## src/rtl/radio_lane_arb.sv

```systemverilog
// radio_lane_arb: round-robin merge of NLANE paired I/Q byte streams into one 16-bit AXI-Stream
// Ports:
//   clk_250m, reset          block clock, asynchronous active-high reset
//   lane_en                  per-lane arbitration enable, looked at only while idle
//   s_axis_I_* / s_axis_Q_*  per-lane 8-bit I and Q streams, consumed together as one beat
//   m_axis_*                 merged stream: tdata = {Q,I}, tuser = source lane, tlast = end of packet
//   err_tlast_mismatch       sticky: I and Q tlast disagreed on an accepted beat
//   err_overlen              sticky: a packet was cut at MAX_BEATS
//   err_clr                  synchronous clear of both sticky flags; a same-cycle set wins
module radio_lane_arb #(
    parameter int NLANE = 8,
    parameter int MAX_BEATS = 4096,
    localparam int LW = NLANE > 1 ? $clog2(NLANE) : 1,
    localparam int CW = $clog2(MAX_BEATS + 1)
) (
    input  logic                  clk_250m,
    input  logic                  reset,
    input  logic [NLANE-1:0]      lane_en,
    input  logic [NLANE-1:0]      s_axis_I_tvalid,
    output logic [NLANE-1:0]      s_axis_I_tready,
    input  logic [NLANE-1:0][7:0] s_axis_I_tdata,
    input  logic [NLANE-1:0]      s_axis_I_tlast,
    input  logic [NLANE-1:0]      s_axis_Q_tvalid,
    output logic [NLANE-1:0]      s_axis_Q_tready,
    input  logic [NLANE-1:0][7:0] s_axis_Q_tdata,
    input  logic [NLANE-1:0]      s_axis_Q_tlast,
    output logic                  m_axis_tvalid,
    input  logic                  m_axis_tready,
    output logic [15:0]           m_axis_tdata,
    output logic                  m_axis_tlast,
    output logic [LW-1:0]         m_axis_tuser,
    output logic                  err_tlast_mismatch,
    output logic                  err_overlen,
    input  logic                  err_clr
);
    typedef enum logic {IDLE, BUSY} stateT;

    stateT state, stateNext;
    logic [LW-1:0] grant, grantNext, rrPtr, rrPtrNext, pick, cand;
    logic [CW-1:0] beatCnt;
    logic [NLANE-1:0] req;
    logic outFree, accept, lastBeat, iLast, qLast, atMax;

    assign req = lane_en & s_axis_I_tvalid & s_axis_Q_tvalid;
    assign outFree = !m_axis_tvalid || m_axis_tready;
    assign iLast = s_axis_I_tlast[grant];
    assign qLast = s_axis_Q_tlast[grant];
    assign atMax = beatCnt == CW'(MAX_BEATS - 1);
    assign lastBeat = iLast || qLast || atMax;

    // Scan offsets from the far end back towards rrPtr so the nearest requester wins.
    always_comb begin
        pick = rrPtr;
        cand = rrPtr;
        for (int k = NLANE - 1; k >= 0; k--) begin
            cand = int'(rrPtr) + k >= NLANE ? LW'(int'(rrPtr) + k - NLANE) : LW'(int'(rrPtr) + k);
            if (req[cand]) pick = cand;
        end
    end

    always_comb begin
        stateNext = state;
        grantNext = grant;
        rrPtrNext = rrPtr;
        s_axis_I_tready = '0;
        s_axis_Q_tready = '0;
        accept = 1'b0;
        if (state == IDLE) begin
            stateNext = |req ? BUSY : IDLE;
            grantNext = |req ? pick : grant;
        end else begin
            // I and Q share one ready so the two halves of a beat always move together.
            s_axis_I_tready[grant] = outFree;
            s_axis_Q_tready[grant] = outFree;
            accept = s_axis_I_tvalid[grant] && s_axis_Q_tvalid[grant] && outFree;
            if (accept && lastBeat) begin
                stateNext = IDLE;
                rrPtrNext = grant == LW'(NLANE - 1) ? '0 : grant + 1'b1;
            end
        end
    end

    always_ff @(posedge clk_250m or posedge reset) begin
        if (reset) begin
            state <= IDLE;
            grant <= '0;
            rrPtr <= '0;
        end else begin
            state <= stateNext;
            grant <= grantNext;
            rrPtr <= rrPtrNext;
        end
    end

    always_ff @(posedge clk_250m or posedge reset) begin
        if (reset) begin
            m_axis_tvalid <= 1'b0;
            m_axis_tdata <= '0;
            m_axis_tlast <= 1'b0;
            m_axis_tuser <= '0;
            beatCnt <= '0;
            err_tlast_mismatch <= 1'b0;
            err_overlen <= 1'b0;
        end else begin
            if (accept) begin
                m_axis_tvalid <= 1'b1;
                m_axis_tdata <= {s_axis_Q_tdata[grant], s_axis_I_tdata[grant]};
                m_axis_tlast <= lastBeat;
                m_axis_tuser <= grant;
                beatCnt <= lastBeat ? '0 : beatCnt + 1'b1;
            end else if (m_axis_tready) begin
                m_axis_tvalid <= 1'b0;
            end
            err_tlast_mismatch <= (accept && iLast != qLast) || (err_tlast_mismatch && !err_clr);
            err_overlen <= (accept && atMax && !iLast && !qLast) || (err_overlen && !err_clr);
        end
    end
endmodule

```

## config.mk

```make
export PLATFORM = sky130hd
export DESIGN_NAME = radio_lane_arb
export DESIGN_NICKNAME = d
export VERILOG_FILES = /design/src/rtl/radio_lane_arb.sv
export SDC_FILE = /design/constraint.sdc
export NUM_CORES = 1
export LEC_CHECK = 0
export ABC_AREA = 1
export CORE_MARGIN = 2
export CORE_UTILIZATION = 36
export CTS_CLUSTER_SIZE = 8
export DETAILED_ROUTE_END_ITERATION = 8
export GPL_ROUTABILITY_DRIVEN = 0
export PLACE_DENSITY = 0.85
export SLEW_MARGIN = 20
export SYNTH_ARGS = -nofsm -noshare
export SYNTH_HDL_FRONTEND = slang
export SYNTH_SLANG_ARGS = --single-unit
```

## constraint.sdc

```tcl
create_clock -name clk_250m -period 2.2 [get_ports clk_250m]
set_input_delay 0.33 -clock clk_250m [delete_from_list [all_inputs] [get_ports clk_250m]]
set_output_delay 0.33 -clock clk_250m [all_outputs]
set_load 0.01 [all_outputs]
```

# == Word level (Yosys, flattened, before mapping) ==
# Index checks and enable logic that the tools add are counted.
# word_totals
inputBits,172
mem_bits_rw,0
wordCells,130
output_inout_bits,39
latchBits,0
rom_bits,0
mem_count,0
regBits,43
# classes
n_mux,55
shift,0
bitwise,4
n_reduce_logical,23
addsub,17
order_cmp,18
div,0
n_mul,0
eq_ne,3
# ops
operator,n
3-bit two-way mux,17
8-bit binary-select mux with 3-bit select,2
1-bit binary-select mux with 3-bit select,12
3-bit by 4-bit < comparator with 1-bit output (second input constant),9
4-bit greater-or-equal comparator (second input constant),7
8-bit bitwise AND,3
8-bit two-way mux,3
3-bit by 1-bit subtractor with 3-bit output (second input constant),8
1-bit two-way mux,19
3-bit by 3-bit adder with 4-bit output (second input constant),4
13-bit by 1-bit adder with 13-bit output (second input constant),1
13-bit by 12-bit == test with 1-bit output (second input constant),1
13-bit two-way mux,1
1-bit logical AND,10
3-bit by 2-bit adder with 4-bit output (second input constant),2
8-bit OR reduction,1
1-bit logical OR,5
3-bit by 1-bit adder with 4-bit output (second input constant),1
3-bit by 4-bit greater-or-equal comparator with 1-bit output (second input constant),1
1-bit logical NOT,4
2-bit AND reduction,2
3-bit by 1-bit adder with 3-bit output (second input constant),1
1-bit demux with 3-bit select,1
3-bit == test (second input constant),1
other kinds (4),4

# == Longest topological paths before layout ==
# Gate-level depths: netlist (run 1).
# depth
ltp_word,13
mapped_depth,18
ltp_nobuf,17

# == Worst setup path after synthesis (run 1) ==
# OpenSTA, ideal clock, no wires.
# synth_path
path_type,register -> register
startpoint,register grant[1]
endpoint,register beatCnt[8]
path_buffers,2
setup_ns,0.128
t_required_ns,2.072
period_less_slack_ns,2.178
slack_ns,0.022
path_stages_with_launch,15
arrival_time_ns,2.050
path_cell_list,dfrtp_1 -> inv_2 -> nor2_1 -> buf_1 -> buf_2 -> o211ai_1 -> nand3_1 -> inv_1 -> ha_1 -> nand2_1 -> inv_1 -> nor2_8 -> inv_2 -> o21ai_0 -> a21oi_1
# synth_via
elab_chain_cells,5
word_cells_on_any_way,14
cone_classes,mux (10); reduce/logical (4)
# synth_rtl
element,line,rtl
"start, declared",39,"logic [LW-1:0] grant, grantNext, rrPtr, rrPtrNext, pick, cand;"
"start signal, assigned",90,grant <= grantNext;
1-bit binary-select mux with 3-bit select (on tied branches),"46, 47, 75",
1-bit two-way mux (on tied branches),"46, 47, 75",
1-bit logical OR / 1-bit logical AND (equally long branches) (2 in series),"49, 75",
13-bit two-way mux / 1-bit two-way mux (equally long branches),"110, 68",
"end signal, assigned",110,beatCnt <= lastBeat ? '0 : beatCnt + 1'b1;
"end, declared",40,logic [CW-1:0] beatCnt;
# Parallel ways exist; a longest one is shown, timed or not. The select of a mux whose other input is x is not followed.
# A chain may end at the register's enable or synchronous reset.

# == Worst setup path in the final report (run 1) ==
# layout_path
startpoint,register grant[2]
endpoint,register beatCnt[8]
# Same word-level chain as after synthesis.

==> results of run 1 <==
## kinds of logic (layout without fill, tap and decap cells)
logic type      count (synthesis)  after routing  share of synthesized area
buf+inv                        91            334                      0.107
xor+xnor                        7              7                     0.0159
flops                          43             43                      0.278
simple gates                  313            313                      0.345
fa+ha+maj                       6              6                     0.0194
compound gates                141            141                      0.234
## worst paths after layout
kind / from / to / slack, ps
min reg2reg: m_axis_tdata[2] / m_axis_tdata[2] / 480
min in group clk_250m: m_axis_tdata[2] / m_axis_tdata[2] / 480
max in group asynchronous: reset / grant[0] / 1350
max: grant[2] / beatCnt[8] / 70
min: reset / beatCnt[8] / 370
max reg2reg: grant[2] / beatCnt[8] / 70
## Yosys cell counts
cell	number
ha_1	6
a31oi_1	1
nand2_2	1
a221oi_1	16
nand2_1	139
nor2_8	1
nand4_1	14
o21bai_1	1
o2111ai_2	1
nor2_1	91
o41ai_1	2
buf_2	14
o211ai_1	2
a22o_1	1
nor3_4	1
buf_1	2
o21a_1	1
inv_1	46
o221a_2	9
nor3_1	19
clkbuf_1	11
o21ai_2	1
or2_2	3
o22ai_1	2
nand2_4	1
nor4_1	1
o21ai_1	3
inv_2	5
nand3_1	42
xor2_1	7
o22ai_2	1
o21ai_0	69
buf_4	10
clkinv_2	1
dfrtp_1	43
o31ai_1	4
buf_6	2
a21oi_1	20
o221ai_1	7
## worst max-delay path, delay by kind of cell (launching register included)
kind,cells,cell delay [ps]
DFF,1,450
adders and majority gates,1,190
and+or+nand+nor,5,630
buffers and inverters,5,500
AOI/OAI and AO/OA,3,210
## state kept, by name, summed over array words and instances, names as in the netlist, 3 cells and up
| register | count |
|---|---|
| grant | 3 |
| beatCnt | 13 |
| m_axis_tuser | 3 |
| m_axis_tdata | 16 |
| rrPtr | 3 |
## through the flow
| stage | worst slack [ps] | instance area, um2 | hold WS, ps | setup TNS, ps |
|---|---|---|---|---|
| 6_report | 74.9 | 6690 | 371 | 0 |
| 5_1_grt | -57.7 | 6690 | 416 | -205 |
| 4_1_cts | -20.2 | 6520 | 373 | -20.2 |
| 3_5_place_dp | -169 | 6320 | 465 | -892 |
| 3_3_place_gp | -59.3 | 6320 | 463 | -327 |
| 2_1_floorplan | 21.8 | 3860 | 472 | 0 |
## per-layer routing
layer,track usage,vias up,wire length (um)
met3,0.0454,35,1370
met5,0,-,0
li1,-,2534,-
met1,0.323,2407,6140
met4,0.0943,0,408
met2,0.447,283,7440
## power groups by stage
| stage | Combinational [uW] | Clock, uW | Sequential, uW |
|---|---|---|---|
| 2_1_floorplan | 3640 | 0 | 1350 |
| 3_3_place_gp | 5910 | 0 | 1300 |
| 3_5_place_dp | 5990 | 0 | 1310 |
| 4_1_cts | 6140 | 546 | 1300 |
| 5_1_grt | 7220 | 574 | 1360 |
| 6_report | 6520 | 544 | 1320 |
## cells in the final DEF, fill, tap and decap left out, types with 15 or more instances in the layout
master,instances
buf_4,54
dlygate4sd2_1,15
inv_1,41
dfrtp_1,41
nand3_1,42
a21oi_1,19
clkdlybuf4s50_1,194
o21ai_0,64
a221oi_1,16
nand2_1,137
nor2_1,86
## final cells by class
type / count / share of cell area
flip-flops and latches: 43 / 0.161
clock buffers: 8 / 0.0150
multi-input cells: 467 / 0.370
repair buffers: 273 / 0.396
repair inverters: 1 / 0.000935
well taps: 136 / 0.0254
inverters: 52 / 0.0314
## repair_timing
item | 4_1_cts | 5_1_grt
cloned | 1 | 1
pin swaps | 2 | 6
gates resized for setup | 30 | 30
setup endpoints to repair | 27 | 24
buffers inserted | 4 | 13
==> results.sh, run 1 <==
export IMPL_status="complete, no violations"
export IMPL_path_max_fanout=8
export IMPL_routedWlPerCell_um=15.7
export IMPL_yosysTopAreaCell="dfrtp_1"
export IMPL_fin_util=0.645
export IMPL_grt_pass1_vias=4954
export IMPL_total_power_uw=8390
export IMPL_fillers=901
export IMPL_start_util=0.373
export IMPL_num_vias=5259
export IMPL_ys_seq_area_frac=0.278
export IMPL_critPathLaunchType="flop"
export IMPL_num_nets_final=1021
export IMPL_io_pins=211
export IMPL_slew_headroom=0.690
export IMPL_power_density_nw_per_um2=1250
export IMPL_cp_cell_sequence="buf_4, nor2_2, nand2_1, inv_4, a21oi_1, nand3_1, inv_1, ha_2, nand2_2, inv_4, nor2_8, inv_2, o21ai_0, a21oi_1"
export IMPL_ys_warn_count=0
export IMPL_clockBufferDepth=2
export IMPL_gr_total_overflow=0
export IMPL_rsz0062_at_grt="true"
export IMPL_grt_pass1_wl_mm=23.8
export IMPL_avgSynthCellArea_um2=6.43
export IMPL_endpoint_kind="flop"
export IMPL_cts_sinks=43
export IMPL_clk_pin_slew_ps=80
export IMPL_dp_cells=954
export IMPL_p_clk_frac=0.065
export IMPL_antenna_found_initial=0
export IMPL_row_count=37
export IMPL_drt_iter0_drc=381
export IMPL_finalSetupViolCount=0
export IMPL_critPathKind="reg2reg"
export IMPL_cts_hold_buf=0
export IMPL_io_buffers=210
export IMPL_arrival_ps=2300
export IMPL_stdcell_count=980
export IMPL_hold_viol=0
export IMPL_peakVddDrop_uv=662
export IMPL_route_detailed_drc=0
export IMPL_swShare=0.481
export IMPL_seq_power_share=0.158
export IMPL_numCtsBuffers=5
export IMPL_tightest_slew_ps=465
export IMPL_p_leak_uw=0.00306
export IMPL_core_area_um2=10400
export IMPL_max_freq_mhz=471
export IMPL_yosysUniqueCellTypes=39
export IMPL_die_height_um=108
export IMPL_hold_class="in2async"
export IMPL_layout_area_seq_um2=1080
export IMPL_ant_nets=0
export IMPL_grt_max_degree=25
export IMPL_critical_path_slowest_cell="dfrtp_1"
export IMPL_first_pass_iters=5
export IMPL_cts_root_buf="clkbuf_8"
export IMPL_synth_area_um2=3860
export IMPL_avgViaCountPerCell=5.37
export IMPL_fin_crit_sh=0.966
export IMPL_skew_ps=8.95
export IMPL_clk_latency_ps=300
export IMPL_dp_hpwl_mm=11.9
export IMPL_syn_num_nets=779
export IMPL_fin_crit_ps=2130
export IMPL_combPwrFrac=0.777
export IMPL_multiInputGateArea_um2=2470
export IMPL_synth_seq_cells=43
export IMPL_drive_gt1_frac=0.148
export IMPL_wl_mm=15.4
export IMPL_synth_top_area_frac=0.278
export IMPL_critical_path_max_stage_delay_ps=450
export IMPL_p_sw_uw=4040
export IMPL_syn_instance_count=601
export IMPL_synth_top_cells_by_area="dfrtp_1 28%, nand2_1 13%, o21ai_0 8.9%"
export IMPL_drv_slew=0
export IMPL_internal_power_uw=4350
export IMPL_max_cap_violations=0
export IMPL_htree_levels=2
export IMPL_die_x_um=108
export IMPL_die_area_um2=11600
export IMPL_syn_to_final_growth_pct=73.2
export IMPL_grt_usage=0.259
export IMPL_diodes=0
export IMPL_critical_path_required_ps=2370
export IMPL_cts_tree="done"
export IMPL_reg2regPathDepth=14
No activity file was read; power rests on OpenSTA's default activity.
==> run 2, diff against run 1 <==
- SKIP_CTS_REPAIR_TIMING: default -> 1
- clock period: 2.2 -> 1.7 ns (I/O delays scaled with it)
==> results.sh, run 2 (synthesis results as in run 1) <==
export IMPL_status="finished, violations left"
export IMPL_violations="setup timing"
export IMPL_avgViaCountPerCell=5.52
export IMPL_met3_wirelength_mm=1.53
export IMPL_combPwrFrac=0.818
export IMPL_dp_hpwl_mm=12.7
export IMPL_cts_tree="done"
export IMPL_ant_nets=0
export IMPL_r2r_start="grant[1]"
export IMPL_peakVddDrop_uv=937
export IMPL_swShare=0.484
export IMPL_p_leak_uw=0.00336
export IMPL_endpoint_kind="flop"
export IMPL_internal_power_uw=7070
export IMPL_max_cap_violations=0
export IMPL_hold_ws_ps=136
export IMPL_htree_levels=2
export IMPL_largest_reg_flops=16
export IMPL_antenna_found_initial=0
export IMPL_fin_crit_sh=1.24
export IMPL_grt_pass1_vias=5109
export IMPL_routedWlPerCell_um=17.3
export IMPL_critPathKind="reg2reg"
export IMPL_die_area_um2=11600
export IMPL_drv_slew=0
export IMPL_clockBufferDepth=2
export IMPL_row_count=37
export IMPL_die_x_um=108
export IMPL_numCtsBuffers=5
export IMPL_skew_ps=7.31
export IMPL_drt_iter0_drc=405
export IMPL_fin_crit_ps=2100
export IMPL_clk_latency_ps=300
export IMPL_total_power_uw=13700
export IMPL_r2r_slack_ps=-400
export IMPL_rsz0062_at_grt="true"
export IMPL_route_detailed_drc=0
export IMPL_reg_top3="m_axis_tdata: 16 flops, beatCnt: 13 flops"
export IMPL_top_layer_used="met4"
export IMPL_power_density_nw_per_um2=1830
export IMPL_reg2regPathDepth=12
export IMPL_cts_root_buf="clkbuf_8"
export IMPL_core_area_um2=10400
export IMPL_hold_viol=0
export IMPL_stdcell_count=1027
export IMPL_final_cell_mix="194 x clkdlybuf4s50_1, 124 x nand2_1, 84 x nor2_1, 84 x buf_4, 49 x o21ai_0"
export IMPL_io_pins=211
export IMPL_detailedPlace_worstSlack_ps=-458
export IMPL_wl_met1_mm=6.88
export IMPL_critical_path_required_ps=1910
export IMPL_num_vias=5668
export IMPL_num_nets_final=1068
export IMPL_final_setup_worst_slack_ps=-405
export IMPL_seq_power_share=0.128
export IMPL_syn_to_final_growth_pct=93.5
export IMPL_drive_gt1_frac=0.274
export IMPL_gr_total_overflow=0
export IMPL_hold_class="in2async"
export IMPL_first_pass_iters=5
export IMPL_routed_wl_met2_mm=8.89
export IMPL_top_register="m_axis_tdata"
export IMPL_clk_pin_slew_ps=80
export IMPL_p_clk_frac=0.053
export IMPL_die_height_um=108
export IMPL_path_max_fanout=5
export IMPL_start_util=0.373
export IMPL_cts_sinks=43
export IMPL_diodes=0
export IMPL_r2r_end="beatCnt[9]"
export IMPL_dp_cells=987
export IMPL_finalSetupViolCount=59
export IMPL_max_freq_mhz=475
export IMPL_critPathLaunchType="flop"
export IMPL_grt_pass1_wl_mm=24.6
export IMPL_slew_headroom=0.752
export IMPL_wl_mm=17.8
export IMPL_grt_max_degree=41
export IMPL_grt_usage=0.267
export IMPL_p_sw_uw=6620
export IMPL_tightest_slew_ps=369
export IMPL_arrival_ps=2310
export IMPL_io_buffers=210
export IMPL_final_common_cell="clkdlybuf4s50_1"
[run 2: cell types whose count changed in the layout (fill, tap and decap cells not counted), sizes merged]
| cell | change |
|---|---|
| nor2 | +1 |
| clkinv | +2 |
| bufbuf | -1 |
| dlygate4sd2 | -15 |
| nand2 | +1 |
| clkbuf | +4 |
| dlymetal6s2s | +1 |
| buf | +57 |
| inv | -3 |
[run 2: worst max-delay path by stage]
stage	startpoint	end	slack, ps
final	grant[1]	beatCnt[9]	-400
after floorplan	grant[2]	beatCnt[3]	-130
after CTS	grant[0]	s_axis_I_tready[2]	-700
after global routing	grant[1]	beatCnt[4]	-450
after detailed placement	s_axis_Q_tvalid[0]	err_overlen	-460
after global placement	grant[0]	beatCnt[8]	-370
[run 2: worst max-delay path, stage by stage (launching register included)]
cell      delay, ps
dfrtp_2         470
buf_4           160
nand2_4          80
clkinv_4         90
o21ai_2          80
o22ai_2         100
a21oi_1         150
nand3_1         160
inv_2           110
ha_4            150
nand2_4          60
buf_6           150
o31ai_2         260
[run 2: power by group through the flow]
stage / Clock [uW] / Sequential (uW) / Combinational, uW
2_1_floorplan: 0 / 1760 / 5240
3_3_place_gp: 0 / 1710 / 8690
3_5_place_dp: 0 / 1720 / 8810
4_1_cts: 726 / 1710 / 8850
5_1_grt: 772 / 1790 / 12100
6_report: 731 / 1760 / 11200
[run 2: layout make-up]
type / count / area [um2]
Tap cell: 136 / 170
Multi-Input combinational cell: 469 / 2850
Sequential cell: 43 / 1080
Timing Repair Buffer: 319 / 3040
Clock buffer: 8 / 100
Fill cell: 770 / 2890
Inverter: 52 / 240
[run 2: per-stage QoR]
step | instance area, um2 | setup TNS [ps] | util
final | 7480 | -14660 | 0.721
after global routing | 7480 | -18080 | 0.721
after CTS | 6790 | -22970 | 0.655
after detailed placement | 6690 | -19510 | 0.645
after global placement | 6690 | -17410 | 0.645
after floorplan | 4060 | -1240 | -
[run 2: metal layers]
| layer | global-route usage | up-vias |
|---|---|---|
| li1 | - | 2632 |
| met1 | 0.329 | 2652 |
| met2 | 0.487 | 329 |
| met3 | 0.0375 | 55 |
| met4 | 0.0678 | 0 |
| met5 | 0 | - |
